==> config.mk <==
export PLATFORM = sky130hd
export DESIGN_NAME = multi_spawn_timer
export DESIGN_NICKNAME = d
export VERILOG_FILES = /design/src/rtl/multi_spawn_timer.sv
export SDC_FILE = /design/constraint.sdc
export NUM_CORES = 1
export LEC_CHECK = 0
export CORE_MARGIN = 2
export CORE_UTILIZATION = 35
export DETAILED_ROUTE_END_ITERATION = 6
export PLACE_DENSITY_LB_ADDON = 0.3
export SETUP_SLACK_MARGIN = 0.05
export SYNTH_ARGS = -nofsm -noshare
export SYNTH_HDL_FRONTEND = slang
export SYNTH_SLANG_ARGS = --single-unit
==> constraint.sdc <==
create_clock -name clk -period 1.8 [get_ports clk]
set_input_delay 0.18 -clock clk [delete_from_list [all_inputs] [get_ports clk]]
set_output_delay 0.18 -clock clk [all_outputs]
set_load 0.01 [all_outputs]
==> src/rtl/multi_spawn_timer.sv <==
// multi_spawn_timer
//   Multi-channel respawn timer. Each channel is started by an "eaten" pulse,
//   counts a per-channel delay in prescaled ticks, and then emits a one-cycle
//   spawn pulse. All channels share a single free-running prescaler.
//
// Ports:
//   clk          system clock
//   rst_n        synchronous active-low reset
//   pause        level; freezes the prescaler, so no channel counts
//   eaten        per-channel start/retrigger pulse
//   clear        per-channel abort (highest priority)
//   auto_reload  per-channel repeat mode
//   delay        per-channel delay in ticks, channel i at [i*CNT_W +: CNT_W]
//   spawn        registered one-cycle expiry pulse per channel
//   busy         1 while a channel is counting
//   remaining    per-channel ticks left, same packing as delay
module multi_spawn_timer #(
  parameter int NUM_CH    = 4,
  parameter int CNT_W     = 4,
  parameter int PRESCALER = 24999999
) (
  input  logic                    clk,
  input  logic                    rst_n,
  input  logic                    pause,
  input  logic [NUM_CH-1:0]       eaten,
  input  logic [NUM_CH-1:0]       clear,
  input  logic [NUM_CH-1:0]       auto_reload,
  input  logic [NUM_CH*CNT_W-1:0] delay,
  output logic [NUM_CH-1:0]       spawn,
  output logic [NUM_CH-1:0]       busy,
  output logic [NUM_CH*CNT_W-1:0] remaining
);

  // A PRESCALER of 0 would give a zero-width counter; keep at least one bit.
  localparam int PW = (PRESCALER > 0) ? $clog2(PRESCALER + 1) : 1;
  localparam logic [PW-1:0] PRESC_TC = PW'(PRESCALER);

  typedef enum logic {
    IDLE = 1'b0,
    RUN  = 1'b1
  } ch_state_t;

  // ---------------------------------------------------------------------------
  // Shared prescaler. Loads never restart it, so the first decrement after a
  // load lands anywhere from 1 to PRESCALER+1 cycles later.
  // ---------------------------------------------------------------------------
  logic [PW-1:0] presc_reg;
  logic [PW-1:0] presc_next;
  logic          tick;

  assign tick = (presc_reg == PRESC_TC) && !pause;

  always_comb begin
    presc_next = presc_reg;
    if (!pause) begin
      if (presc_reg == PRESC_TC) begin
        presc_next = '0;
      end else begin
        presc_next = presc_reg + PW'(1);
      end
    end
  end

  always_ff @(posedge clk) begin
    if (!rst_n) begin
      presc_reg <= '0;
    end else begin
      presc_reg <= presc_next;
    end
  end

  // ---------------------------------------------------------------------------
  // Per-channel counters. Priority: clear > eaten > tick.
  // ---------------------------------------------------------------------------
  genvar gi;
  generate
    for (gi = 0; gi < NUM_CH; gi++) begin : g_ch
      ch_state_t        state_reg;
      ch_state_t        state_next;
      logic [CNT_W-1:0] rem_reg;
      logic [CNT_W-1:0] rem_next;
      logic             spawn_reg;
      logic             spawn_next;
      logic [CNT_W-1:0] dly;

      assign dly = delay[gi*CNT_W +: CNT_W];

      always_comb begin
        state_next = state_reg;
        rem_next   = rem_reg;
        spawn_next = 1'b0;
        if (clear[gi]) begin
          // Abort wins even over a coinciding final tick: no spawn.
          state_next = IDLE;
          rem_next   = '0;
        end else if (eaten[gi]) begin
          if (dly != '0) begin
            // Retrigger: reload and ignore any tick in this cycle.
            state_next = RUN;
            rem_next   = dly;
          end else begin
            // Zero delay means "spawn immediately".
            spawn_next = 1'b1;
            state_next = IDLE;
            rem_next   = '0;
          end
        end else if (tick && (state_reg == RUN)) begin
          if (rem_reg > CNT_W'(1)) begin
            rem_next = rem_reg - CNT_W'(1);
          end else begin
            // Expiry. A zero count in RUN cannot occur, but treating it as
            // expiry keeps the counter from ever wrapping.
            spawn_next = 1'b1;
            if (auto_reload[gi] && (dly != '0)) begin
              state_next = RUN;
              rem_next   = dly;
            end else begin
              state_next = IDLE;
              rem_next   = '0;
            end
          end
        end
      end

      always_ff @(posedge clk) begin
        if (!rst_n) begin
          state_reg <= IDLE;
          rem_reg   <= '0;
          spawn_reg <= 1'b0;
        end else begin
          state_reg <= state_next;
          rem_reg   <= rem_next;
          spawn_reg <= spawn_next;
        end
      end

      assign spawn[gi]                     = spawn_reg;
      assign busy[gi]                      = (state_reg == RUN);
      assign remaining[gi*CNT_W +: CNT_W]  = rem_reg;
    end
  endgenerate

endmodule

### Word-level counts from Yosys, hierarchy flattened

Index checks and enable logic that the tools add are counted.

* register bits: 49
* bits in latches: 0
* RAM bits: 0
* memory bits (read-only): 0
* bits of input ports: 31
* output and inout bits: 24
* word-level logic and storage cells: 111
* memories: 0

* add/sub/neg operators: 5
* multipliers: 0
* divide/modulo/power cells: 0
* $lt $le $gt $ge: 4
* equal/unequal tests: 5
* shift-type cells: 0
* multiplexer cells: 57
* bitwise logic cells: 1
* reduce and logical (&&, ||, !) cells: 26

Operators by type and width (count)
* 4-bit 2-to-1 mux: 20
* 1-bit 2-to-1 mux: 36
* 25-bit by 1-bit adder with 25-bit output (second input constant): 1
* 25-bit == test (second input constant): 1
* 25-bit 2-to-1 mux: 1
* 4-bit by 1-bit > comparator with 1-bit output (second input constant): 4
* 4-bit nonzero test: 4
* 4-bit by 1-bit subtractor with 4-bit output (second input constant): 4
* 1-bit logical AND: 9
* 2-bit inequality test (second input constant): 4
* 2-bit AND reduction: 4
* 2-bit nonzero test: 4
* 2-bit OR reduction: 4
* 1-bit zero test: 1
* 1-bit inverter: 1

### Longest topological paths before layout

Gate-level depths: netlist of the first run.

* depth in word-level cells: 6
* depth in mapped cells: 6
* gate-level depth less buffers: 6

### Worst setup path after synthesis of the first run

OpenSTA, ideal clock, no wires.

* kind: register to register
* start: reg g_ch[0].rem_reg[0]
* end: reg g_ch[0].rem_reg[0]
* setup time: 86 ps
* arrival: 1594 ps
* data required time: 1714 ps
* slack: 120 ps
* stages on the path, launching flop included: 7
* buffers on the path: 0
* clock period less this slack: 1680 ps
* cells stage by stage: dfxtp_1 > inv_1 > ha_1 > nor2_1 > o21a_1 > mux2_2 > a211oi_1

* longest elaborated chain between the ends: 4
* elaborated cells on any way between the ends: 5
* classes of those cells: 1 x add/sub; 1 x order compare; 3 x mux

RTL lines
* start, declared: RTL line 80 `logic [CNT_W-1:0] rem_reg;`
* start signal, assigned: RTL line 132 `rem_reg <= rem_next;`
* 4-bit by 1-bit subtractor with 4-bit output or 4-bit by 1-bit > comparator with 1-bit output (tied branches): RTL line 109, 108
* 4-bit 2-to-1 mux (*): RTL line 108 `if (rem_reg > CNT_W'(1)) begin`
* 4-bit 2-to-1 mux (*): RTL line 107 `end else if (tick && (state_reg == RUN)) begin`
* 4-bit 2-to-1 mux (*): RTL line 96 `end else if (eaten[gi]) begin`

Every way passes the cells marked *; elsewhere a longest branch is shown, timed or not. The select of a mux whose other input is x is not followed.
A chain may end at the register's enable or synchronous reset.

### Worst setup path in the final report of the first run

* start: reg presc_reg[0]
* end: reg g_ch[1].rem_reg[3]

* longest elaborated chain between the ends: 4

RTL lines
* start, declared: RTL line 47 `logic [PW-1:0] presc_reg;`
* start signal, assigned: RTL line 68 `presc_reg <= presc_next;`
* 25-bit == test: RTL line 51 `assign tick = (presc_reg == PRESC_TC) && !pause;`
* 1-bit logical AND: RTL line 51
* 1-bit logical AND: RTL line 107
* 2-bit nonzero test (no source line)
* end signal, assigned: RTL line 132
* end, declared: RTL line 80

No other way between the ends.

==> results.py, run 1 <==
metrics = {
    "global_route": {
        "grt_max_degree": 21,
        "grt-ovfl-total": 0,
        "track_usage_pct": 16.3,
        "number_of_global_route_vias_before_repair": 2666,
        "grt_first_pass_wirelength_mm": 12.1,
        "antenna_violations_before_repair": 0,
    },
    "synth": {
        "netlist_instances": 343,
        "synth_fa_ha_area_share_pct": 3.79,
        "synth_enable_flop_cells": 0,
        "yosys.area_share.xor_xnor_pct": 5.02,
        "dominant_combinational_cell_family_by_area_after_synthesis": "simple AND/OR/NAND/NOR gates",
        "mappedNetlistArea_um2": 2970,
        "sequential_share_of_the_synthesized_area_pct": 33.1,
        "fraction_of_the_mapped_netlist_area_in_simple_logic_gates_pct": 23.3,
        "synth-seq-cells": 49,
        "ys.flop_type": "sky130_fd_sc_hd__dfxtp_1",
        "synth_nets": 383,
        "synth_mux_area_share_pct": 6.24,
        "ys_async_sr_fraction_pct": 0,
        "synth_compound_gate_area_share_pct": 22.1,
        "synth.avg_cell_area_um2": 8.65,
        "yosysUniqueCellTypes": 44,
        "ys_warn_count": 0,
    },
    "sta": {
        "worst_hold_slack_ns": 0.504,
        "rsz_0062_raised_after_global_routing": "yes",
        "finClkSkew_ns": 0.00687,
        "slew_headroom_pct": 70.0,
        "final_count_of_pins_violating_max_slew": 0,
        "hold_viol_final": 0,
        "final_setup_fails": 0,
        "fin_crit_sh_pct": 94.7,
        "timing.setup.tns_ns": 0,
        "worst_pin_slew_ns": 0.446,
        "fmaxAchievable_mhz": 587,
        "post-route-min-period_ns": 1.70,
    },
    "placed_design": {
        "detailed_place_hpwl_mm": 5.73,
        "port-buffer-count": 54,
        "globalplace.congestion": 0.898,
        "place_area_um2": 3800,
        "place_inst": 514,
    },
    "clock_tree": {
        "numCtsBuffers": 5,
        "cts.htree.levels": 2,
        "root_buffer": "sky130_fd_sc_hd__clkbuf_8",
        "cts_max_path_buffers": 2,
        "clk_pin_slew_ns": 0.08,
        "cts_sinks": 49,
        "cts_tree": "built",
        "cts_hold_buffers": 0,
        "worstSkewPairLatency_ns": 0.30,
    },
    "worst_setup_path": {
        "critical_path_arrival_ns": 1.93,
        "timing.critical_path.from": "presc_reg[0]",
        "crit-reg2reg-launch": "presc_reg[0]",
        "timing.critical_path.cells": "ha_4, nand3b_1, buf_4, nor3_4, buf_12, a31o_2, mux2i_1",
        "critPathRequiredTime_ns": 2.03,
        "ff2ff_setup_slack_ns": 0.1,
        "endpoint_kind": "register",
        "cp-start-kind": "register",
        "path_max_fanout": 20,
        "timing_worst_setup_path_type": "reg -> reg",
        "maximum_single_stage_delay_on_the_critical_path_ns": 0.38,
        "critical_path.slowest_cell": "sky130_fd_sc_hd__dfxtp_4",
    },
    "power_and_ir_drop": {
        "relative_contribution_of_sequential_cells_to_total_power_pct": 52.3,
        "clockPowerShare_pct": 27.8,
        "power.combinational.fraction_pct": 19.9,
        "worst_ir_drop_vdd_uv": 366,
        "pwr_density_cell_nw_per_um2": 546,
        "power.static_leakage_nw": 1.43,
        "internal-power_mw": 1.61,
        "switching_share_pct": 26.3,
        "power_switching_mw": 0.574,
        "finalPower_mw": 2.18,
    },
    "outcome": {
        "run_status": "completed",
    },
    "finish": {
        "area_growth_pct": 34.7,
        "nNetsFinal": 457,
        "share_of_layout_cells_above_drive_strength_1_pct": 23.3,
        "area.sequential_um2": 991,
        "post-route-cell-area_um2": 4000,
        "diodes": 0,
        "num-fill-cells": 810,
        "multiInputGateArea_um2": 1900,
        "final_cells": 521,
        "largest_register_ff_count": 25,
    },
    "floorplan": {
        "fp_rows": 33,
        "design.core.area_um2": 8220,
        "die_x_um": 96.1,
        "io_pins": 55,
        "die_area_um2": 9230,
        "initial_core_util_pct": 36.1,
        "dieHeight_um": 96.1,
    },
    "detailed_routing": {
        "drt-total-wl_mm": 7.52,
        "wire_per_inst_um": 14.4,
        "drc": 0,
        "drt-vias-per-instance": 5.46,
        "vias": 2845,
        "detailed_routing_iteration_count_for_the_pre_antenna_repair_pass": 4,
        "detail-route-antenna-nets": 0,
        "detailedRoute.firstIterationViolations": 70,
    },
    "hold_path": {
        "holdCritPathClass": "reg -> reg",
        "worst_hold_startpoint": "presc_reg[21]",
    },
    "flow_run": {
        "drv_cap": 0,
    },
}
## area by class of cell
type                    count  area share (%)
inverters                  13            1.22
flip-flops and latches     49            24.8
repair buffers             90            21.2
multi-input cells         258            47.6
well taps                 105            3.29
clock inverters             1           0.125
clock buffers               5            1.72
## cells in the mapped netlist (9+ instances only)
| cell type | count | share of area, % |
|---|---|---|
| sky130_fd_sc_hd__xor2_1 | 10 | 3.0 |
| sky130_fd_sc_hd__o31ai_1 | 9 | 2.3 |
| sky130_fd_sc_hd__buf_4 | 12 | 3.0 |
| sky130_fd_sc_hd__nor2_1 | 30 | 3.8 |
| sky130_fd_sc_hd__dfxtp_1 | 49 | 33 |
| sky130_fd_sc_hd__ha_1 | 9 | 3.8 |
| sky130_fd_sc_hd__a21oi_1 | 12 | 2.0 |
| sky130_fd_sc_hd__inv_1 | 13 | 1.6 |
| sky130_fd_sc_hd__mux2_2 | 12 | 4.6 |
| sky130_fd_sc_hd__nand3_1 | 10 | 1.7 |
| sky130_fd_sc_hd__o21ai_0 | 26 | 4.4 |
| sky130_fd_sc_hd__nand4_1 | 10 | 2.1 |
| sky130_fd_sc_hd__nor2b_1 | 9 | 1.9 |
| sky130_fd_sc_hd__a311oi_1 | 12 | 3.5 |
| sky130_fd_sc_hd__nand2_1 | 13 | 1.6 |
| sky130_fd_sc_hd__a211oi_1 | 16 | 4.0 |
## through the flow
| stage | util (%) | setup slack, ns |
|---|---|---|
| finish | 48.6 | 0.0955 |
| global route | 48.6 | -0.0187 |
| CTS | 47.2 | 0.0262 |
| detailed placement | 46.3 | -0.163 |
| global placement | 46.3 | -0.180 |
| floorplan | - | 0.120 |
## per-layer routing
layer / wire length [um] / GRT usage [%] / up-vias
met5: 0 / 0 / -
met4: 65 / 4.64 / 0
met3: 380 / 2.90 / 8
met2: 3820 / 28.9 / 62
met1: 3260 / 20.2 / 1349
li1: - / - / 1426
## path summary, 6_finish.rpt
check,to,cells after the start
min reg2reg,presc_reg[21],2
max reg2reg,g_ch[1].rem_reg[3],7
max,g_ch[1].rem_reg[3],7
min,presc_reg[21],2
## power groups by stage
stage                     clock, mW  sequential (mW)  combinational, mW
after floorplan                   0             1.17              0.208
after detailed placement          0             1.16              0.414
after global routing          0.675             1.15              0.474
after CTS                     0.629             1.14              0.417
after global placement            0             1.16              0.408
final                         0.607             1.14              0.434
## cell usage in the layout, fill, tap and decap left out, drive strengths merged, types with 4 or more instances in the layout
cell type / instances
and3: 6
nand4: 11
ha: 9
xnor2: 7
clkdlybuf4s50: 54
or4: 9
nand2b: 4
a21oi: 15
nor2: 30
nor2b: 9
xor2: 10
clkbuf: 5
mux2: 12
o2111ai: 4
nor4: 5
dfxtp: 49
nand2: 15
o31ai: 9
or2: 5
a211oi: 16
inv: 13
a311oi: 12
or3: 6
buf: 36
mux2i: 5
a31o: 4
nand3: 10
o21ai: 27
o211ai: 4
o21a: 4
## logic make-up after synthesis
logic type / Yosys count
simple gates: 120
compound gates: 95
flops: 49
buf+inv: 36
xor+xnor: 17
mux: 17
fa+ha+maj: 9
## timing repair
| action | in CTS | in global routing |
|---|---|---|
| resized for setup | 1 | 31 |
| pin swaps | 2 | 3 |
| setup buffers | 0 | 1 |
| setup endpoints to repair | 5 | 49 |
## worst max-delay path, delay by kind of cell, from the launching register on
| kind | cells | cell delay (ns) |
|---|---|---|
| AOI/OAI and AO/OA | 1 | 0.22 |
| and+or+nand+nor | 2 | 0.33 |
| DFF | 1 | 0.38 |
| adders and majority gates | 1 | 0.13 |
| buffers and inverters | 2 | 0.36 |
| muxes | 1 | 0.21 |
No activity file was read; power rests on OpenSTA's default activity.
==> run 2: changes to the inputs <==
- CORE_MARGIN: 2 -> not set
==> run 2 against run 1 <==
Against the previous run: final area grew 3.5%; clock power grew 35%; final cell count grew 1.5%; critical path depth grew 1; worst hold slack lost 0.23 ns; sequential power is essentially flat; die area shrank 4.1%; power grew 9.5%; wire length grew 1.9%; global-route usage grew 0.60 points; count of clock-buffer cells in the layout grew 2; via count grew 0.32%.
==> results.py, run 2 (synthesized netlist as in run 1, its figures left out) <==
metrics = {
    "clock_tree": {
        "cts_sinks": 49,
        "cts_hold_buffers": 0,
        "root_buffer": "sky130_fd_sc_hd__clkbuf_8",
        "cts.htree.levels": 2,
        "cts_tree": "built",
        "clk_pin_slew_ns": 0.09,
        "numCtsBuffers": 5,
        "worstSkewPairLatency_ns": 0.30,
        "cts_max_path_buffers": 2,
    },
    "sta": {
        "rsz_0062_raised_after_global_routing": "yes",
        "worst_pin_slew_ns": 0.444,
        "post-route-min-period_ns": 1.69,
        "final_count_of_pins_violating_max_slew": 0,
        "fmaxAchievable_mhz": 591,
        "finClkSkew_ns": 0.00498,
        "final_setup_fails": 0,
        "hold_viol_final": 0,
        "slew_headroom_pct": 70.2,
        "fin_crit_sh_pct": 94.1,
        "worst_slack_ns": 0.107,
    },
    "global_route": {
        "antenna_violations_before_repair": 0,
        "grt_first_pass_wirelength_mm": 12.2,
        "number_of_global_route_vias_before_repair": 2714,
        "grt-ovfl-total": 0,
        "track_usage_pct": 16.9,
        "grt_max_degree": 21,
    },
    "worst_setup_path": {
        "timing.critical_path.cells": "ha_4, nand3b_1, buf_4, nor3_4, buf_12, clkbuf_16, a31o_4, mux2i_1",
        "path_max_fanout": 5,
        "maximum_single_stage_delay_on_the_critical_path_ns": 0.37,
        "critical_path_arrival_ns": 1.93,
        "critPathRequiredTime_ns": 2.03,
        "timing.critical_path.from": "presc_reg[1]",
        "crit-reg2reg-launch": "presc_reg[1]",
        "timing_worst_setup_path_type": "reg -> reg",
        "cp-start-kind": "register",
        "critical_path.slowest_cell": "sky130_fd_sc_hd__dfxtp_4",
        "endpoint_kind": "register",
    },
    "detailed_routing": {
        "detail-route-antenna-nets": 0,
        "drc": 0,
        "detailedRoute.firstIterationViolations": 45,
        "drt-total-wl_mm": 7.67,
        "drt-vias-per-instance": 5.40,
        "detailed_routing_iteration_count_for_the_pre_antenna_repair_pass": 4,
        "wire_per_inst_um": 14.5,
        "vias": 2854,
    },
    "finish": {
        "layout.cells.most_common": "sky130_fd_sc_hd__clkdlybuf4s50_1",
        "nNetsFinal": 463,
        "final_cells": 529,
        "multiInputGateArea_um2": 1910,
        "largest_register_ff_count": 25,
        "share_of_layout_cells_above_drive_strength_1_pct": 23.8,
        "layout_common_cells": "53 x sky130_fd_sc_hd__clkdlybuf4s50_1, 44 x sky130_fd_sc_hd__dfxtp_1, 35 x sky130_fd_sc_hd__buf_4",
        "area.sequential_um2": 992,
        "area_growth_pct": 39.4,
        "num-fill-cells": 772,
        "diodes": 0,
    },
    "placed_design": {
        "port-buffer-count": 54,
        "detailed_place_hpwl_mm": 5.52,
        "globalplace.congestion": 0.813,
        "place_worst_setup_slack_ns": -0.214,
        "place_inst": 515,
    },
    "hold_path": {
        "worst_hold_startpoint": "pause",
        "holdCritPathClass": "in -> reg",
    },
    "flow_run": {
        "drv_cap": 0,
    },
    "floorplan": {
        "die_area_um2": 8850,
        "fp_rows": 33,
        "io_pins": 55,
        "die_x_um": 94.1,
        "initial_core_util_pct": 36.1,
        "design.core.area_um2": 8220,
        "dieHeight_um": 94.1,
    },
    "power_and_ir_drop": {
        "finalPower_mw": 2.39,
        "relative_contribution_of_sequential_cells_to_total_power_pct": 47.8,
        "power.combinational.fraction_pct": 17.9,
        "pwr_density_cell_nw_per_um2": 578,
        "switching_share_pct": 24.5,
        "clockPowerShare_pct": 34.3,
        "power.static_leakage_nw": 1.50,
        "power_switching_mw": 0.585,
        "internal-power_mw": 1.81,
        "worst_ir_drop_vdd_uv": 384,
    },
    "outcome": {
        "run_status": "completed",
    },
}
run 2: cell type report:
cell class / count / share of cell area (%)
well taps: 105 / 3.18
inverters: 13 / 1.18
clock inverters: 1 / 0.726
repair buffers: 96 / 22.7
multi-input cells: 258 / 46.2
clock buffers: 7 / 2.09
flip-flops and latches: 49 / 24.0
run 2: worst paths after layout:
path                         to  slack (ns)  cells past startpoint
min reg2reg       presc_reg[14]        0.51                      2
min                presc_reg[0]        0.28                      3
max reg2reg  g_ch[2].rem_reg[3]        0.11                      8
max          g_ch[2].rem_reg[3]        0.11                      8
run 2: metal layers:
layer	track usage [%]	vias up	share of wire (%)
met5	0	-	0
met4	4.23	0	1.4
met3	2.83	11	3.8
met2	31.6	58	51
met1	19.8	1344	44
li1	-	1441	-
run 2: timing repair:
item                       CTS  global route
setup endpoints to repair    5            49
pin swaps                    1            13
gates cloned                 0             2
buffers inserted             0             4
resized for setup            3            33
run 2: worst max-delay path, delay by kind of cell (launching register included):
family | cells | cell delay [ns]
simple gates | 2 | 0.32
flops | 1 | 0.37
mux | 1 | 0.17
buf+inv | 3 | 0.45
compound gates | 1 | 0.17
fa+ha+maj | 1 | 0.13
run 2: per-stage QoR:
stage / util, % / hold slack, ns / cell area (um2) / TNS, ns
global placement: 46.2 / 0.475 / 3800 / -6.36
floorplan: - / 0.325 / 2970 / 0
detailed placement: 46.2 / 0.489 / 3800 / -7.50
global route: 50.4 / 0.334 / 4140 / 0
CTS: 47.7 / 0.502 / 3920 / 0
finish: 50.4 / 0.275 / 4140 / 0
run 2: power groups by stage:
stage | Clock, mW | Sequential [mW] | Combinational (mW)
6_report | 0.819 | 1.14 | 0.427
3_3_place_gp | 0 | 1.16 | 0.405
5_1_grt | 0.887 | 1.15 | 0.470
4_1_cts | 0.836 | 1.14 | 0.413
3_5_place_dp | 0 | 1.16 | 0.410
2_1_floorplan | 0 | 1.17 | 0.208
==> run 3: changes to the inputs <==
- CORE_UTILIZATION: 35 -> 50
==> run 3 against run 2 <==
Against the previous run: maximum frequency is 1.2% lower; highest routed layer unchanged; largest power group unchanged; clock power decreased by 21%; worst hold slack gained 0.21 ns; power fell by 6.7%; final cell count is 6.6% lower; first-iteration DRC count grew to 3.1 times the previous value; global-route usage is 5.5 points higher; sequential cell count is the same.
==> results.py, run 3 (synthesized netlist as in run 1, its figures left out) <==
metrics = {
    "outcome": {
        "run_status": "completed",
    },
    "finish": {
        "largest_register_ff_count": 25,
        "num-fill-cells": 426,
        "share_of_layout_cells_above_drive_strength_1_pct": 24.9,
        "nNetsFinal": 462,
        "final_cells": 494,
        "layout.cells.most_common": "sky130_fd_sc_hd__clkdlybuf4s50_1",
        "diodes": 0,
        "area_growth_pct": 36.2,
        "layout_common_cells": "54 x sky130_fd_sc_hd__clkdlybuf4s50_1, 39 x sky130_fd_sc_hd__dfxtp_1, 36 x sky130_fd_sc_hd__buf_4",
        "fin_util_pct": 72.1,
    },
    "sta": {
        "worst_pin_slew_ns": 0.372,
        "rsz_0062_raised_after_global_routing": "yes",
        "timing.setup.tns_ns": 0,
        "slew_headroom_pct": 74.8,
        "post-route-min-period_ns": 1.71,
        "fmaxAchievable_mhz": 584,
        "final_setup_fails": 0,
        "fin_crit_sh_pct": 95.2,
        "final_count_of_pins_violating_max_slew": 0,
        "finClkSkew_ns": 0.00629,
        "hold_viol_final": 0,
    },
    "clock_tree": {
        "cts_hold_buffers": 0,
        "numCtsBuffers": 5,
        "clk_pin_slew_ns": 0.08,
        "cts_tree": "built",
        "root_buffer": "sky130_fd_sc_hd__clkbuf_8",
        "cts_sinks": 49,
        "worstSkewPairLatency_ns": 0.30,
        "cts_max_path_buffers": 2,
        "cts.htree.levels": 2,
    },
    "worst_setup_path": {
        "maximum_single_stage_delay_on_the_critical_path_ns": 0.37,
        "cp-start-kind": "register",
        "crit_cells": 8,
        "critPathRequiredTime_ns": 2.00,
        "critical_path_arrival_ns": 1.91,
        "path_max_fanout": 5,
        "worstRegToRegCells": 8,
        "critical_path.slowest_cell": "sky130_fd_sc_hd__dfxtp_2",
        "timing.critical_path.buf_inv": 3,
        "timing.critical_path.cells": "ha_4, nand3b_1, buf_4, nor3_4, buf_6, clkbuf_16, nand4_1, a211oi_1",
        "timing_worst_setup_path_type": "reg -> reg",
        "endpoint_kind": "register",
        "critPathTopFamily": "buffers and inverters",
    },
    "floorplan": {
        "dieHeight_um": 79.0,
        "design.core.area_um2": 5610,
        "fp_rows": 27,
        "die_x_um": 79.0,
        "die_area_um2": 6250,
        "initial_core_util_pct": 52.9,
        "io_pins": 55,
    },
    "hold_path": {
        "holdCritPathClass": "reg -> reg",
        "hold-path-cell-count": 2,
    },
    "flow_run": {
        "drv_cap": 0,
    },
    "global_route": {
        "grt_first_pass_wirelength_mm": 11.2,
        "track_usage_pct": 22.4,
        "number_of_global_route_vias_before_repair": 2482,
        "grt_max_degree": 26,
        "grt-ovfl-total": 0,
        "antenna_violations_before_repair": 0,
    },
    "detailed_routing": {
        "detail-route-antenna-nets": 0,
        "drc": 0,
        "detailedRoute.firstIterationViolations": 140,
        "drt-vias-per-instance": 5.78,
        "drt-total-wl_mm": 7.48,
        "wire_per_inst_um": 15.1,
        "detailed_routing_iteration_count_for_the_pre_antenna_repair_pass": 4,
        "vias": 2857,
    },
    "placed_design": {
        "detailed_place_hpwl_mm": 5.24,
        "globalplace.congestion": 0.838,
        "port-buffer-count": 54,
        "place_inst": 479,
    },
    "power_and_ir_drop": {
        "worst_ir_drop_vdd_uv": 430,
        "pwr_density_cell_nw_per_um2": 552,
        "finalPower_mw": 2.23,
        "power.static_leakage_nw": 1.48,
    },
}
-- run 3: where the power goes --
part | total [mW] | internal [mW] | leakage [nW] | switching [mW]
Sequential | 1.14 | 1.11 | 0.402 | 0.0332
Combinational | 0.439 | 0.246 | 1.03 | 0.192
Clock | 0.647 | 0.305 | 0.0443 | 0.341
-- run 3: final cells by class --
type | instances | area [um2] | area share, %
repair buffers | 95 | 912 | 22.6
flip-flops and latches | 49 | 993 | 24.6
clock buffers | 7 | 86.3 | 2.14
well taps | 72 | 90.1 | 2.23
multi-input cells | 258 | 1910 | 47.3
inverters | 13 | 48.8 | 1.21
-- run 3: worst reg2reg max path, stage by stage, from the launching register on --
cell and delay, ns:
sky130_fd_sc_hd__dfxtp_2 0.37, sky130_fd_sc_hd__ha_4 0.14, sky130_fd_sc_hd__nand3b_1 0.10, sky130_fd_sc_hd__buf_4 0.16, sky130_fd_sc_hd__nor3_4 0.18, sky130_fd_sc_hd__buf_6 0.15
sky130_fd_sc_hd__clkbuf_16 0.14, sky130_fd_sc_hd__nand4_1 0.08, sky130_fd_sc_hd__a211oi_1 0.28
-- run 3: worst paths after layout --
check / startpoint / to / slack (ns)
hold reg to reg: presc_reg[24] / presc_reg[24] / 0.49
setup reg to reg: presc_reg[1] / g_ch[3].spawn_reg / 0.09
setup / recovery: presc_reg[1] / g_ch[3].spawn_reg / 0.09
hold / removal: presc_reg[24] / presc_reg[24] / 0.49
-- run 3: stage by stage --
stage | setup slack [ns] | instance area (um2) | hold WS (ns)
finish | 0.0869 | 4040 | 0.490
detailed placement | -0.0887 | 3730 | 0.484
CTS | 0.0510 | 3850 | 0.495
global route | 0.00733 | 4040 | 0.500
global placement | -0.0453 | 3730 | 0.475
floorplan | 0.120 | 2970 | 0.325
-- run 3: timing repair --
item                                    in CTS  in global routing
resized for setup                            7                 31
setup buffers                                1                  5
cloned                                       0                  2
pin swaps                                    1                  5
endpoints found under the setup margin      15                 38
-- run 3: routing by layer --
metal	track usage [%]	vias up	routed length (um)
li1	-	1438	-
met1	29.1	1340	3480
met2	37.9	70	3610
met3	3.68	9	285
met4	6.55	0	102
met5	0	-	0
